File: config.mk
export PLATFORM = sky130hd
export DESIGN_NAME = cic_comb_decimator_flat
export DESIGN_NICKNAME = d
export VERILOG_FILES = /design/src/rtl/cic_comb_decimator_if.sv /design/src/rtl/cic_comb_decimator.sv /design/src/flat_wrapper.sv
export SDC_FILE = /design/constraint.sdc
export NUM_CORES = 1
export LEC_CHECK = 0
export ABC_AREA = 1
export BUFFER_PORTS_ARGS = -buffer_cell sky130_fd_sc_hd__buf_2
export CORE_MARGIN = 2
export CORE_UTILIZATION = 35
export DETAILED_ROUTE_END_ITERATION = 10
export GPL_TIMING_DRIVEN = 0
export SYNTH_ARGS = -nofsm -noshare
export SYNTH_HDL_FRONTEND = slang
export SYNTH_SLANG_ARGS = --single-unit
File: constraint.sdc
create_clock -name system1000 -period 1.77 [get_ports system1000]
set_input_delay 0.2655 -clock system1000 [delete_from_list [all_inputs] [get_ports system1000]]
set_output_delay 0.2655 -clock system1000 [all_outputs]
set_load 0.03 [all_outputs]
File: src/rtl/cic_comb_decimator_if.sv
// rtl/cic_comb_decimator_if.sv - sample-in / result-out bundle for the CIC comb decimator
//
// Purpose: groups the integrator-sample input and the decimated-result output
// of cic_comb_decimator so that one handle connects the source and the sink.
// Signals:
//   in_valid  - input_0 carries a new integrator sample this cycle
//   input_0   - signed integrator running sum
//   out_valid - one-cycle strobe, output_0 carries a new comb result
//   output_0  - signed comb result
//   primed    - delay line holds DIFF_DELAY kept samples
// Modports: master drives samples and observes results; slave is the decimator.
interface cic_comb_decimator_if #(
  parameter int WIDTH = 10
);
  logic                    in_valid;
  logic signed [WIDTH-1:0] input_0;
  logic                    out_valid;
  logic signed [WIDTH-1:0] output_0;
  logic                    primed;

  modport master (
    output in_valid, input_0,
    input  out_valid, output_0, primed
  );

  modport slave (
    input  in_valid, input_0,
    output out_valid, output_0, primed
  );
endinterface

File: src/rtl/cic_comb_decimator.sv
// rtl/cic_comb_decimator.sv - decimating comb stage of a single-stage CIC decimator
//
// Purpose: keeps every RATE-th valid integrator sample and emits the modular
// difference between it and the kept sample DIFF_DELAY decimation steps back.
// Ports:
//   system1000     - clock, rising edge
//   system1000_rst - synchronous active-high reset, overrides everything
//   bus (slave)    - in_valid/input_0 in; out_valid/output_0/primed out
module cic_comb_decimator #(
  parameter int WIDTH      = 10,
  parameter int RATE       = 4,
  parameter int DIFF_DELAY = 1
) (
  input  logic               system1000,
  input  logic               system1000_rst,
  cic_comb_decimator_if.slave bus
);

  localparam int            PW   = (RATE > 1) ? $clog2(RATE) : 1;
  localparam logic [PW-1:0] LAST = PW'(RATE - 1);
  localparam logic [1:0]    FULL = 2'(DIFF_DELAY);

  typedef enum logic {PRIME, RUN} state_t;

  state_t                  state_q, state_d;
  logic [PW-1:0]           phase_q, phase_d;
  logic [1:0]              cnt_q, cnt_d;
  logic signed [WIDTH-1:0] delay_q [DIFF_DELAY];
  logic signed [WIDTH-1:0] delay_d [DIFF_DELAY];
  logic signed [WIDTH-1:0] out_q, out_d;
  logic                    valid_q, valid_d;
  logic                    primed_q, primed_d;
  logic                    keep;
  logic signed [WIDTH-1:0] diff;

  always_ff @(posedge system1000) begin
    if (system1000_rst) begin
      state_q  <= PRIME;
      phase_q  <= '0;
      cnt_q    <= '0;
      out_q    <= '0;
      valid_q  <= 1'b0;
      primed_q <= 1'b0;
      for (int i = 0; i < DIFF_DELAY; i++) delay_q[i] <= '0;
    end else begin
      state_q  <= state_d;
      phase_q  <= phase_d;
      cnt_q    <= cnt_d;
      out_q    <= out_d;
      valid_q  <= valid_d;
      primed_q <= primed_d;
      for (int i = 0; i < DIFF_DELAY; i++) delay_q[i] <= delay_d[i];
    end
  end

  always_comb begin
    state_d  = state_q;
    phase_d  = phase_q;
    cnt_d    = cnt_q;
    out_d    = out_q;
    valid_d  = 1'b0;
    primed_d = primed_q;
    delay_d  = delay_q;
    keep     = bus.in_valid && (phase_q == LAST);
    // Truncating subtraction gives the mod 2^WIDTH difference the comb needs.
    diff     = bus.input_0 - delay_q[DIFF_DELAY-1];

    if (bus.in_valid) begin
      phase_d = keep ? '0 : phase_q + 1'b1;
    end

    if (keep) begin
      delay_d[0] = bus.input_0;
      for (int i = 1; i < DIFF_DELAY; i++) delay_d[i] = delay_q[i-1];

      case (state_q)
        PRIME: begin
          // The sample completing the prime count only fills the delay line.
          cnt_d = cnt_q + 2'd1;
          if (cnt_q + 2'd1 == FULL) begin
            state_d  = RUN;
            primed_d = 1'b1;
          end
        end
        RUN: begin
          out_d   = diff;
          valid_d = 1'b1;
        end
        default: state_d = PRIME;
      endcase
    end
  end

  assign bus.output_0  = out_q;
  assign bus.out_valid = valid_q;
  assign bus.primed    = primed_q;

endmodule

File: src/flat_wrapper.sv
// flat-port wrapper written by rule: the top's interface ports become plain ports
module cic_comb_decimator_flat 
#(
  parameter int WIDTH      = 10,
  parameter int RATE       = 4,
  parameter int DIFF_DELAY = 1
)
  (system1000, system1000_rst, bus_in_valid, bus_input_0, bus_out_valid, bus_output_0, bus_primed);
  cic_comb_decimator_if #(.WIDTH(WIDTH)) bus_i ();
  input  logic system1000;
  input  logic system1000_rst;
  input wire logic [$bits(bus_i.in_valid)-1:0] bus_in_valid;
  input wire logic [$bits(bus_i.input_0)-1:0] bus_input_0;
  output wire logic [$bits(bus_i.out_valid)-1:0] bus_out_valid;
  output wire logic [$bits(bus_i.output_0)-1:0] bus_output_0;
  output wire logic [$bits(bus_i.primed)-1:0] bus_primed;
  assign bus_i.in_valid = bus_in_valid;
  assign bus_i.input_0 = bus_input_0;
  assign bus_out_valid = bus_i.out_valid;
  assign bus_output_0 = bus_i.output_0;
  assign bus_primed = bus_i.primed;
  cic_comb_decimator #(.WIDTH(WIDTH), .RATE(RATE), .DIFF_DELAY(DIFF_DELAY)) u_core (.system1000(system1000), .system1000_rst(system1000_rst), .bus(bus_i));
endmodule
# Yosys cells after proc, flatten, opt, wreduce, memory -nomap -nowiden
# Index checks and enable logic that the tools add are counted.
# op_classes
add_sub_neg	3
eq_ne	2
mux	4
bitwise_logic	2
n_reduce_logical	5
# ops
cell	n
subtractor 10 bit	1
adder 2 x 1 -> 2 bit (second input constant)	2
AND reduction 2 bit	2
two-way mux 1 bit	3
AND reduction 3 bit	1
equality test 2 x 1 -> 1 bit (second input constant)	1
equality test 2 bit (second input constant)	1
two-way mux 2 bit	1
NOT 1 bit	2
OR reduction 2 bit	1
logical AND 1 bit	1
# word_totals
ff_bits	27
input_bits	13

# Depth between registers and ports, before layout
# Gate-level depths: netlist (run 1).
# logic_depth
depth_word	4
mapped_depth	12
ltp_nobuf	12

# Worst setup path before layout (run 1)
# Ideal clock, no wire load.
# synth_timing
path_type	input to register
startpoint	input bus_input_0[0]
endpoint	register u_core.out_q[6] (netlist: u_core.bus.output_0[6])
setup_ns	0.109
arrival_time_ns	1.389
t_required_ns	1.661
slack_ns	0.272
cell_stages	12
n_path_buf	0
path_cell_list	inv_1 > ha_1 > inv_1 > fa_1 > nand3_1 > nand2_1 > nand3_1 > nand2_1 > nand2_1 > nand3_1 > nand2_1 > inv_1
# synth_via
elab_chain_len	1
# synth_rtl
item	line	text
from (decl)	flat_wrapper.sv:13	input wire logic [$bits(bus_i.input_0)-1:0] bus_input_0;
subtractor 10 bit	cic_comb_decimator.sv:66	diff = bus.input_0 - delay_q[DIFF_DELAY-1];
to (signal assigned)	cic_comb_decimator.sv:49	out_q <= out_d;
to (decl)	cic_comb_decimator.sv:30	logic signed [WIDTH-1:0] out_q, out_d;
# No other way between the ends.
# A chain may end at the register's enable or synchronous reset.

# Worst setup path after layout (run 1)
# layout_timing
startpoint	register u_core.delay_q[0] (netlist bit)
endpoint	register u_core.out_q[6] (netlist: u_core.bus.output_0[6])
# layout_via
elab_chain_len	1
# layout_rtl
item	line	text
from (decl)	cic_comb_decimator.sv:28	logic signed [WIDTH-1:0] delay_q [DIFF_DELAY];
subtractor 10 bit	cic_comb_decimator.sv:66	
# No other way between the ends.

==> results of run 1 <==
## through the flow
stage,cells,setup TNS [ps],util (%),power [W],hold slack [ps]
after floorplan,195,0,-,0.0007879,334.6
after CTS,273,0,42.37,0.001206,197.2
final,273,0,42.55,0.001192,203.6
after detailed placement,269,-18.84,41.17,0.0008399,439.5
after global routing,273,-2.035,42.55,0.001264,224.4
after global placement,269,-18.86,41.17,0.0008374,436.8
## registers in the layout, summed over array words and instances, names as in the netlist
name	flops
u_core.state_q	1
u_core.bus.out_valid	1
u_core.bus.output_0	10
u_core.delay_q	10
u_core.cnt_q	2
u_core.phase_q	2
u_core.bus.primed	1
## report_power, final
part           switching (W)  total [W]  internal (W)
Clock               0.000205   0.000365      0.000160
Combinational       0.000120   0.000199     0.0000788
Sequential        0.00000659   0.000628      0.000621
Total               0.000332    0.00119      0.000860
## worst max-delay path, delay by kind of cell (launching register included)
family	cells	cell delay [ps]
flops	1	340
fa+ha+maj	2	490
buf+inv	2	100
simple gates	7	600
## cell usage in the layout, fill, tap and decap left out, types with 2 or more instances in the layout
cell type	synthesis	final
sky130_fd_sc_hd__xor2_1	2	2
sky130_fd_sc_hd__nand3_2	1	2
sky130_fd_sc_hd__inv_2	2	2
sky130_fd_sc_hd__o21bai_1	2	2
sky130_fd_sc_hd__a21oi_2	2	2
sky130_fd_sc_hd__inv_1	31	31
sky130_fd_sc_hd__nand2_1	30	30
sky130_fd_sc_hd__ha_1	11	11
sky130_fd_sc_hd__nor3_1	2	2
sky130_fd_sc_hd__nor2_4	2	2
sky130_fd_sc_hd__o21a_1	6	6
sky130_fd_sc_hd__o21ai_0	16	16
sky130_fd_sc_hd__buf_2	2	26
sky130_fd_sc_hd__clkbuf_8	0	3
sky130_fd_sc_hd__buf_6	2	2
sky130_fd_sc_hd__dfxtp_1	27	27
sky130_fd_sc_hd__nand2_2	3	3
sky130_fd_sc_hd__nor2_1	12	12
sky130_fd_sc_hd__xnor2_1	3	3
sky130_fd_sc_hd__a21oi_1	17	17
sky130_fd_sc_hd__nand3_1	14	13
## layer usage
layer / track usage (%) / vias to the layer above / part of all wire, %
li1: - / 688 / -
met1: 16.55 / 573 / 48
met2: 22.86 / 23 / 46
met3: 3.924 / 2 / 5.0
met4: 1.307 / 0 / 0.44
met5: 0 / - / 0
## how the worst min path moves through the flow
stage / to / startpoint / slack [ps] / depth (start not counted)
after global placement: u_core.cnt_q[0] / u_core.cnt_q[0] / 440 / 1
after floorplan: u_core.state_q / system1000_rst / 330 / 1
after detailed placement: u_core.cnt_q[0] / u_core.cnt_q[0] / 440 / 1
after CTS: u_core.state_q / system1000_rst / 200 / 2
after global routing: u_core.bus.out_valid / system1000_rst / 220 / 2
final: u_core.state_q / system1000_rst / 200 / 2
## cell usage after synthesis
cell type	n	share of area, %
sky130_fd_sc_hd__nor3_1	2	0.67
sky130_fd_sc_hd__o21ai_0	16	5.4
sky130_fd_sc_hd__nor2_4	2	1.5
sky130_fd_sc_hd__clkbuf_1	1	0.25
sky130_fd_sc_hd__o21ai_1	1	0.34
sky130_fd_sc_hd__a21oi_2	2	1.2
sky130_fd_sc_hd__buf_6	2	1.5
sky130_fd_sc_hd__nor2_8	1	1.3
sky130_fd_sc_hd__inv_1	31	7.8
sky130_fd_sc_hd__inv_2	2	0.50
sky130_fd_sc_hd__nand2_2	3	1.3
sky130_fd_sc_hd__buf_2	2	0.67
sky130_fd_sc_hd__a31oi_1	1	0.42
sky130_fd_sc_hd__nand4_1	1	0.42
sky130_fd_sc_hd__a21oi_1	17	5.7
sky130_fd_sc_hd__o21bai_1	2	1.0
sky130_fd_sc_hd__xor2_1	2	1.2
sky130_fd_sc_hd__nor2_1	12	3.0
sky130_fd_sc_hd__a21o_1	1	0.50
sky130_fd_sc_hd__nand3_1	14	4.7
sky130_fd_sc_hd__ha_1	11	9.3
sky130_fd_sc_hd__o21a_1	6	3.0
sky130_fd_sc_hd__dfxtp_1	27	36
sky130_fd_sc_hd__xnor2_1	3	1.8
sky130_fd_sc_hd__fa_1	1	1.3
sky130_fd_sc_hd__nand3_2	1	0.67
sky130_fd_sc_hd__nand2_1	30	7.6
sky130_fd_sc_hd__o21ai_2	1	0.59
## cells by family (layout without fill, tap and decap cells)
group,after synthesis,count (layout),share of synthesized area [%]
adder cells (fa/ha/maj),12,12,10.60
AND/OR/NAND/NOR,66,66,21.19
flip-flops,27,27,36.33
buffers and inverters,38,66,10.77
XOR/XNOR,5,5,2.944
AO/OA/AOI/OAI,47,47,18.17
## cell type report
type,count,area [µm²],area share (%)
inverter,33,123.9,7.174
clock inverter,1,7.507,0.4348
multi-input combinational,130,794.5,46.01
clock buffer,3,41.29,2.391
buffer,5,36.28,2.101
timing repair buffer,24,120.1,6.956
sequential,27,540.5,31.30
tap,50,62.56,3.623
## repair_timing
action | in CTS | in global routing
endpoints found under the hold margin | 0 | 0
resized for setup | 0 | 2
setup endpoints to repair | 0 | 2
setup buffers | 0 | 0
==> tab_implementation.tex, run 1 <==
\begin{tabular}{lr}
\hline
Metric & Value \\
\hline
\multicolumn{2}{l}{\textbf{Layout}} \\
\quad ANT cells & 0 \\
\quad Ratio of cells with drive above 1 in the final layout & 20.63\% \\
\quad Design Area, Final & between 1500 and 2000 µm² \\
\quad Syn-to-layout area delta & 16.06\% \\
\quad Fill cell instance count of the final layout & around 430 \\
\quad Final net count & 249 \\
\multicolumn{2}{l}{\textbf{Critical path}} \\
\quad Cell with the biggest individual delay on the critical path & sky130\_fd\_sc\_hd\_\_fa\_2 \\
\quad Critical R2R Launch & u\_core.delay\_q[0] \\
\quad Worst r2r path cells & 11 \\
\quad Longest individual stage delay on the worst path & 350 ps \\
\quad Required arrival time at the worst endpoint & 1950 ps \\
\quad Type of destination of the critical path & register \\
\quad Largest fanout of any net on the critical path & 3 \\
\quad Critical path cell sequence & ha\_1 -> inv\_1 -> fa\_2 -> nand3\_1 -> nand2\_1 -> nand3\_2 -> nand2\_1 -> nand2\_1 -> nand3\_1 -> nand2\_1 -> inv\_1 \\
\quad Setup crit start & u\_core.delay\_q[0] \\
\quad Setup slack, reg-to-reg & 160 ps \\
\quad R2r endpoint & u\_core.bus.output\_0[6] \\
\quad Critical path's most frequent cell & sky130\_fd\_sc\_hd\_\_nand2\_1 \\
\quad Worst Setup Start Kind & register \\
\quad Critical path class & reg2reg \\
\quad Critical path destination & u\_core.bus.output\_0[6] \\
\quad Worst EP arrival & 1790 ps \\
\multicolumn{2}{l}{\textbf{Drt}} \\
\quad Residual DRC count & 0 \\
\quad 1st-iter DRT viols & 66 \\
\quad Number of nets with antenna violations after routing & 0 \\
\quad Ratio of routed vias to standard cells & 4.711 \\
\quad WL per Instance & 10.92 µm \\
\quad Number of iterations in the first detailed-routing pass & 4 \\
\quad Detailed-route wire length & roughly 3000 µm \\
\quad Vias & 1286 \\
\multicolumn{2}{l}{\textbf{STA}} \\
\quad Clock tree skew after final layout & just under 2 ps \\
\quad Worst Slack Setup Final & 159.8 ps \\
\quad Tmin final & around 1600 ps \\
\quad Slew HR & 73.19\% \\
\quad Final hold violation count & 0 \\
\quad Setup violation total in the final timing report & 0 \\
\quad Pin slew with the least headroom to its limit & $\sim$400 ps \\
\quad Fmax & 621.0 MHz \\
\quad Post-route clock period utilization & approximately nine tenths \\
\quad Pins Over Slew Limit & 0 \\
\multicolumn{2}{l}{\textbf{Power}} \\
\quad Reported leakage power & about 0.84 nW \\
\quad PD cells & 690.2 nW/µm² \\
\quad Worst VDD drop & between 0.5 and 0.6 mV \\
\multicolumn{2}{l}{\textbf{Logic synthesis}} \\
\quad Avg Synthesized Cell Area & 7.629 µm² \\
\quad Count of different cell masters after synthesis & 28 \\
\quad Count of yosys warnings during synthesis & 0 \\
\quad Post-Syn Instances & $\sim$200 \\
\quad Part of the Yosys area used for sequential elements & 36.33\% \\
\quad Syn nets & 220 \\
\quad Post-Syn Area & $\sim$1500 µm² \\
\quad FF+latch count, synth & 27 \\
\multicolumn{2}{l}{\textbf{Floorplanning}} \\
\quad Core Area & 4058 µm² \\
\quad Area of the die & 4788 µm² \\
\quad Starting utilization of the core area & 36.66\% \\
\quad Die height & 69.20 µm \\
\quad Row Count & 23 \\
\quad Die extent in x & 69.20 µm \\
\quad Number of placed I/O pins & 25 \\
\multicolumn{2}{l}{\textbf{CTS}} \\
\quad TritonCTS clock tree & yes \\
\quad Maximum root-to-sink buffer count & 2 \\
\quad H-tree depth & 1 \\
\quad Clock Pin Slew Worst Setup and Hold Paths & 100 ps \\
\quad Number of sinks driven by the clock tree & 27 \\
\quad Hold Buf Count CTS & 0 \\
\quad Cell at the root of the clock tree & sky130\_fd\_sc\_hd\_\_clkbuf\_8 \\
\quad Clock network latency to the later pin of the worst-skew pair & 270 ps \\
\quad Clock buffer count from CTS & 3 \\
\multicolumn{2}{l}{\textbf{Placed design}} \\
\quad Placed inst area & 1670 µm² \\
\quad Placer's final routability congestion estimate & 0.7568 \\
\quad Number of I/O port buffers & 24 \\
\quad Setup Slack @ Placement & -18.84 ps \\
\quad Detailed-placement wirelength estimate & 2344 µm \\
\multicolumn{2}{l}{\textbf{Outcome}} \\
\quad Status & finished clean \\
\multicolumn{2}{l}{\textbf{Global route}} \\
\quad Number of global-route vias before repair & 1242 \\
\quad Number of antenna violations at the first check in global routing & 0 \\
\quad Pin count of the biggest net entering global routing & 17 \\
\quad Wire length of the first global-routing pass & 5264 µm \\
\quad Aggregate global routing overflow & 0 \\
\quad Overall fraction of global-route tracks in use & 13.11\% \\
\multicolumn{2}{l}{\textbf{Run}} \\
\quad Maximum capacitance violations & 0 \\
\multicolumn{2}{l}{\textbf{Hold path}} \\
\quad Worst hold path class & in2reg \\
\hline
\end{tabular}
Note: power is estimated with default switching activity, not from simulation.
==> run 2: changes to the inputs <==
- MAX_ROUTING_LAYER: default -> met4
==> run 2 against run 1 <==
Effect of this change: clock-buffer cell count unchanged; clock skew about the same; register-to-register slack hardly changed; fmax about the same; worst hold slack barely moved; wire length is essentially flat; final cell count is the same; highest routed layer unchanged.
==> tab_implementation.tex, run 2 (synthesis results as in run 1) <==
\begin{tabular}{lr}
\hline
Metric & Value \\
\hline
\multicolumn{2}{l}{\textbf{Global route}} \\
\quad Number of global-route vias before repair & 1242 \\
\quad Aggregate global routing overflow & 0 \\
\quad Pin count of the biggest net entering global routing & 17 \\
\quad Overall fraction of global-route tracks in use & 13.48\% \\
\quad Number of antenna violations at the first check in global routing & 0 \\
\quad Wire length of the first global-routing pass & 5264 µm \\
\multicolumn{2}{l}{\textbf{Placed design}} \\
\quad Detailed-placement wirelength estimate & roughly 2300 µm \\
\quad Placed inst area & 1670 µm² \\
\quad Number of placed instances, taps included & about 270 \\
\quad Placer's final routability congestion estimate & approximately 0.77 \\
\quad Number of I/O port buffers & 24 \\
\multicolumn{2}{l}{\textbf{STA}} \\
\quad Clock tree skew after final layout & 1.792 ps \\
\quad Final hold violation count & 0 \\
\quad Post-route clock period utilization & 90.96\% \\
\quad Pin slew with the least headroom to its limit & 402.4 ps \\
\quad Slew HR & 73.17\% \\
\quad Tmin final & 1610 ps \\
\quad Final hold slack & roughly 200 ps \\
\quad Pins Over Slew Limit & 0 \\
\quad Fmax & 621.1 MHz \\
\quad Setup violation total in the final timing report & 0 \\
\multicolumn{2}{l}{\textbf{Hold path}} \\
\quad Hold path startpoint & system1000\_rst \\
\quad Worst hold path class & in2reg \\
\quad Hold path cells & 2 \\
\quad Min-Delay Endpoint & u\_core.state\_q \\
\multicolumn{2}{l}{\textbf{Critical path}} \\
\quad Worst EP arrival & 1790 ps \\
\quad Family with the most delay on the worst path & simple AND/OR/NAND/NOR gates \\
\quad Worst Setup Start Kind & register \\
\quad CP bufs+invs & 2 \\
\quad Cell with the biggest individual delay on the critical path & sky130\_fd\_sc\_hd\_\_fa\_2 \\
\quad Worst r2r path cells & 11 \\
\quad Critical path's most frequent cell & sky130\_fd\_sc\_hd\_\_nand2\_1 \\
\quad Critical path cell sequence & ha\_1 -> inv\_1 -> fa\_2 -> nand3\_1 -> nand2\_1 -> nand3\_2 -> nand2\_1 -> nand2\_1 -> nand3\_1 -> nand2\_1 -> inv\_1 \\
\quad R2r endpoint & u\_core.bus.output\_0[6] \\
\quad Required arrival time at the worst endpoint & 1950 ps \\
\quad Critical R2R Launch & u\_core.delay\_q[0] \\
\quad Setup slack, reg-to-reg & 160 ps \\
\quad Critical path class & reg2reg \\
\quad Largest fanout of any net on the critical path & 3 \\
\quad Longest individual stage delay on the worst path & about 350 ps \\
\quad Type of destination of the critical path & register \\
\multicolumn{2}{l}{\textbf{CTS}} \\
\quad Clock Pin Slew Worst Setup and Hold Paths & 100 ps \\
\quad Hold Buf Count CTS & 0 \\
\quad Clock buffer count from CTS & 3 \\
\quad Number of sinks driven by the clock tree & 27 \\
\quad Clock network latency to the later pin of the worst-skew pair & 270 ps \\
\quad TritonCTS clock tree & yes \\
\quad H-tree depth & 1 \\
\quad Cell at the root of the clock tree & sky130\_fd\_sc\_hd\_\_clkbuf\_8 \\
\quad Maximum root-to-sink buffer count & 2 \\
\multicolumn{2}{l}{\textbf{Drt}} \\
\quad WL per Instance & $\sim$11 µm \\
\quad Detailed-route wire length & about 3000 µm \\
\quad 1st-iter DRT viols & 66 \\
\quad Residual DRC count & 0 \\
\quad Vias & roughly 1300 \\
\quad Number of nets with antenna violations after routing & 0 \\
\quad Ratio of routed vias to standard cells & 4.711 \\
\quad Number of iterations in the first detailed-routing pass & 4 \\
\multicolumn{2}{l}{\textbf{Layout}} \\
\quad ANT cells & 0 \\
\quad Ratio of cells with drive above 1 in the final layout & between 20\% and 30\% \\
\quad Core occupancy in the finished layout & approximately 43\% \\
\quad Leading cell types in the layout, fill and taps excluded & sky130\_fd\_sc\_hd\_\_inv\_1, sky130\_fd\_sc\_hd\_\_nand2\_1, sky130\_fd\_sc\_hd\_\_dfxtp\_1, sky130\_fd\_sc\_hd\_\_buf\_2, sky130\_fd\_sc\_hd\_\_a21oi\_1 \\
\quad Design Area, Final & 1727 µm² \\
\quad Final net count & 249 \\
\quad Most common library cell in the layout ignoring fill and taps & sky130\_fd\_sc\_hd\_\_inv\_1 \\
\quad Syn-to-layout area delta & 16.06\% \\
\quad Count of placed standard cells in the final layout, fillers left out & 273 \\
\multicolumn{2}{l}{\textbf{Floorplanning}} \\
\quad Starting utilization of the core area & between 30\% and 40\% \\
\quad Number of placed I/O pins & 25 \\
\quad Area of the die & 4788 µm² \\
\quad Row Count & 23 \\
\quad Core Area & 4058 µm² \\
\quad Die height & 69.20 µm \\
\quad Die extent in x & 69.20 µm \\
\multicolumn{2}{l}{\textbf{Power}} \\
\quad Register share of total power & between 50 and 60\% \\
\quad Internal portion of total power & 0.0008600 W \\
\quad Worst VDD drop & 0.5308 mV \\
\quad PD cells & 690.0 nW/µm² \\
\quad Net switching power figure & 0.0003314 W \\
\quad Power share of the clock group & 30.6\% \\
\quad Net switching fraction of the power & 27.82\% \\
\quad Combinational Power Share & 16.7\% \\
\quad Reported leakage power & 0.8431 nW \\
\multicolumn{2}{l}{\textbf{Run}} \\
\quad Maximum capacitance violations & 0 \\
\multicolumn{2}{l}{\textbf{Outcome}} \\
\quad Status & finished clean \\
\hline
\end{tabular}
[run 2: cell counts in the layout (fill, tap and decap cells not counted)]
Identical to the previous run, type by type.
[run 2: cell type report]
type	instances	area [µm²]
Multi-Input combinational cell	130	794.5
Timing Repair Buffer	24	120.1
Fill cell	428	2331
Tap cell	50	62.56
Clock buffer	3	41.29
Clock inverter	1	7.507
Inverter	33	123.9
Buffer	5	36.28
Sequential cell	27	540.5
[run 2: how the worst max path moves through the flow]
| stage | slack [ps] | cells after the start | end | start |
|---|---|---|---|---|
| 3_3_place_gp | -20 | 13 | u_core.bus.output_0[6] | bus_input_0[0] |
| 5_1_grt | -2 | 11 | u_core.bus.output_0[6] | u_core.delay_q[0] |
| 4_1_cts | 80 | 11 | u_core.bus.output_0[6] | u_core.delay_q[0] |
| 6_report | 160 | 11 | u_core.bus.output_0[6] | u_core.delay_q[0] |
| 3_5_place_dp | -20 | 13 | u_core.bus.output_0[6] | bus_input_0[0] |
| 2_1_floorplan | 270 | 12 | u_core.bus.output_0[6] | bus_input_0[0] |
[run 2: per-stage QoR]
stage | setup TNS, ps | setup slack [ps] | total power (W)
finish | 0 | 160.0 | 0.001191
global route | -2.035 | -2.035 | 0.001264
CTS | 0 | 80.13 | 0.001206
detailed placement | -18.84 | -18.84 | 0.0008399
global placement | -18.86 | -18.86 | 0.0008374
floorplan | 0 | 271.9 | 0.0007879
[run 2: repair_timing]
action / 4_1_cts / 5_1_grt
setup buffers: 0 / 0
setup endpoints to repair: 0 / 2
resized for setup: 0 / 2
[run 2: worst register-to-register path, stage by stage, from the launching register on]
cell and delay (ps):
sky130_fd_sc_hd__dfxtp_1 340, sky130_fd_sc_hd__ha_1 140, sky130_fd_sc_hd__inv_1 70, sky130_fd_sc_hd__fa_2 350
sky130_fd_sc_hd__nand3_1 90, sky130_fd_sc_hd__nand2_1 130, sky130_fd_sc_hd__nand3_2 100, sky130_fd_sc_hd__nand2_1 60
sky130_fd_sc_hd__nand2_1 70, sky130_fd_sc_hd__nand3_1 80, sky130_fd_sc_hd__nand2_1 70, sky130_fd_sc_hd__inv_1 30
[run 2: metal layers]
layer  share of wire (%)  vias up  GRT usage, %
met3                 4.5        2         3.634
met5                   0        -             -
met1                  49      573         16.73
li1                    -      688             -
met4                0.44        0         1.307
met2                  46       23         22.86
[run 2: power groups by stage]
stage | Clock [W] | Sequential [W] | Combinational, W
6_report | 0.000364 | 0.000628 | 0.000199
5_1_grt | 0.000401 | 0.000630 | 0.000233
4_1_cts | 0.000378 | 0.000628 | 0.000199
3_5_place_dp | 0 | 0.000642 | 0.000198
3_3_place_gp | 0 | 0.000642 | 0.000195
2_1_floorplan | 0 | 0.000643 | 0.000145
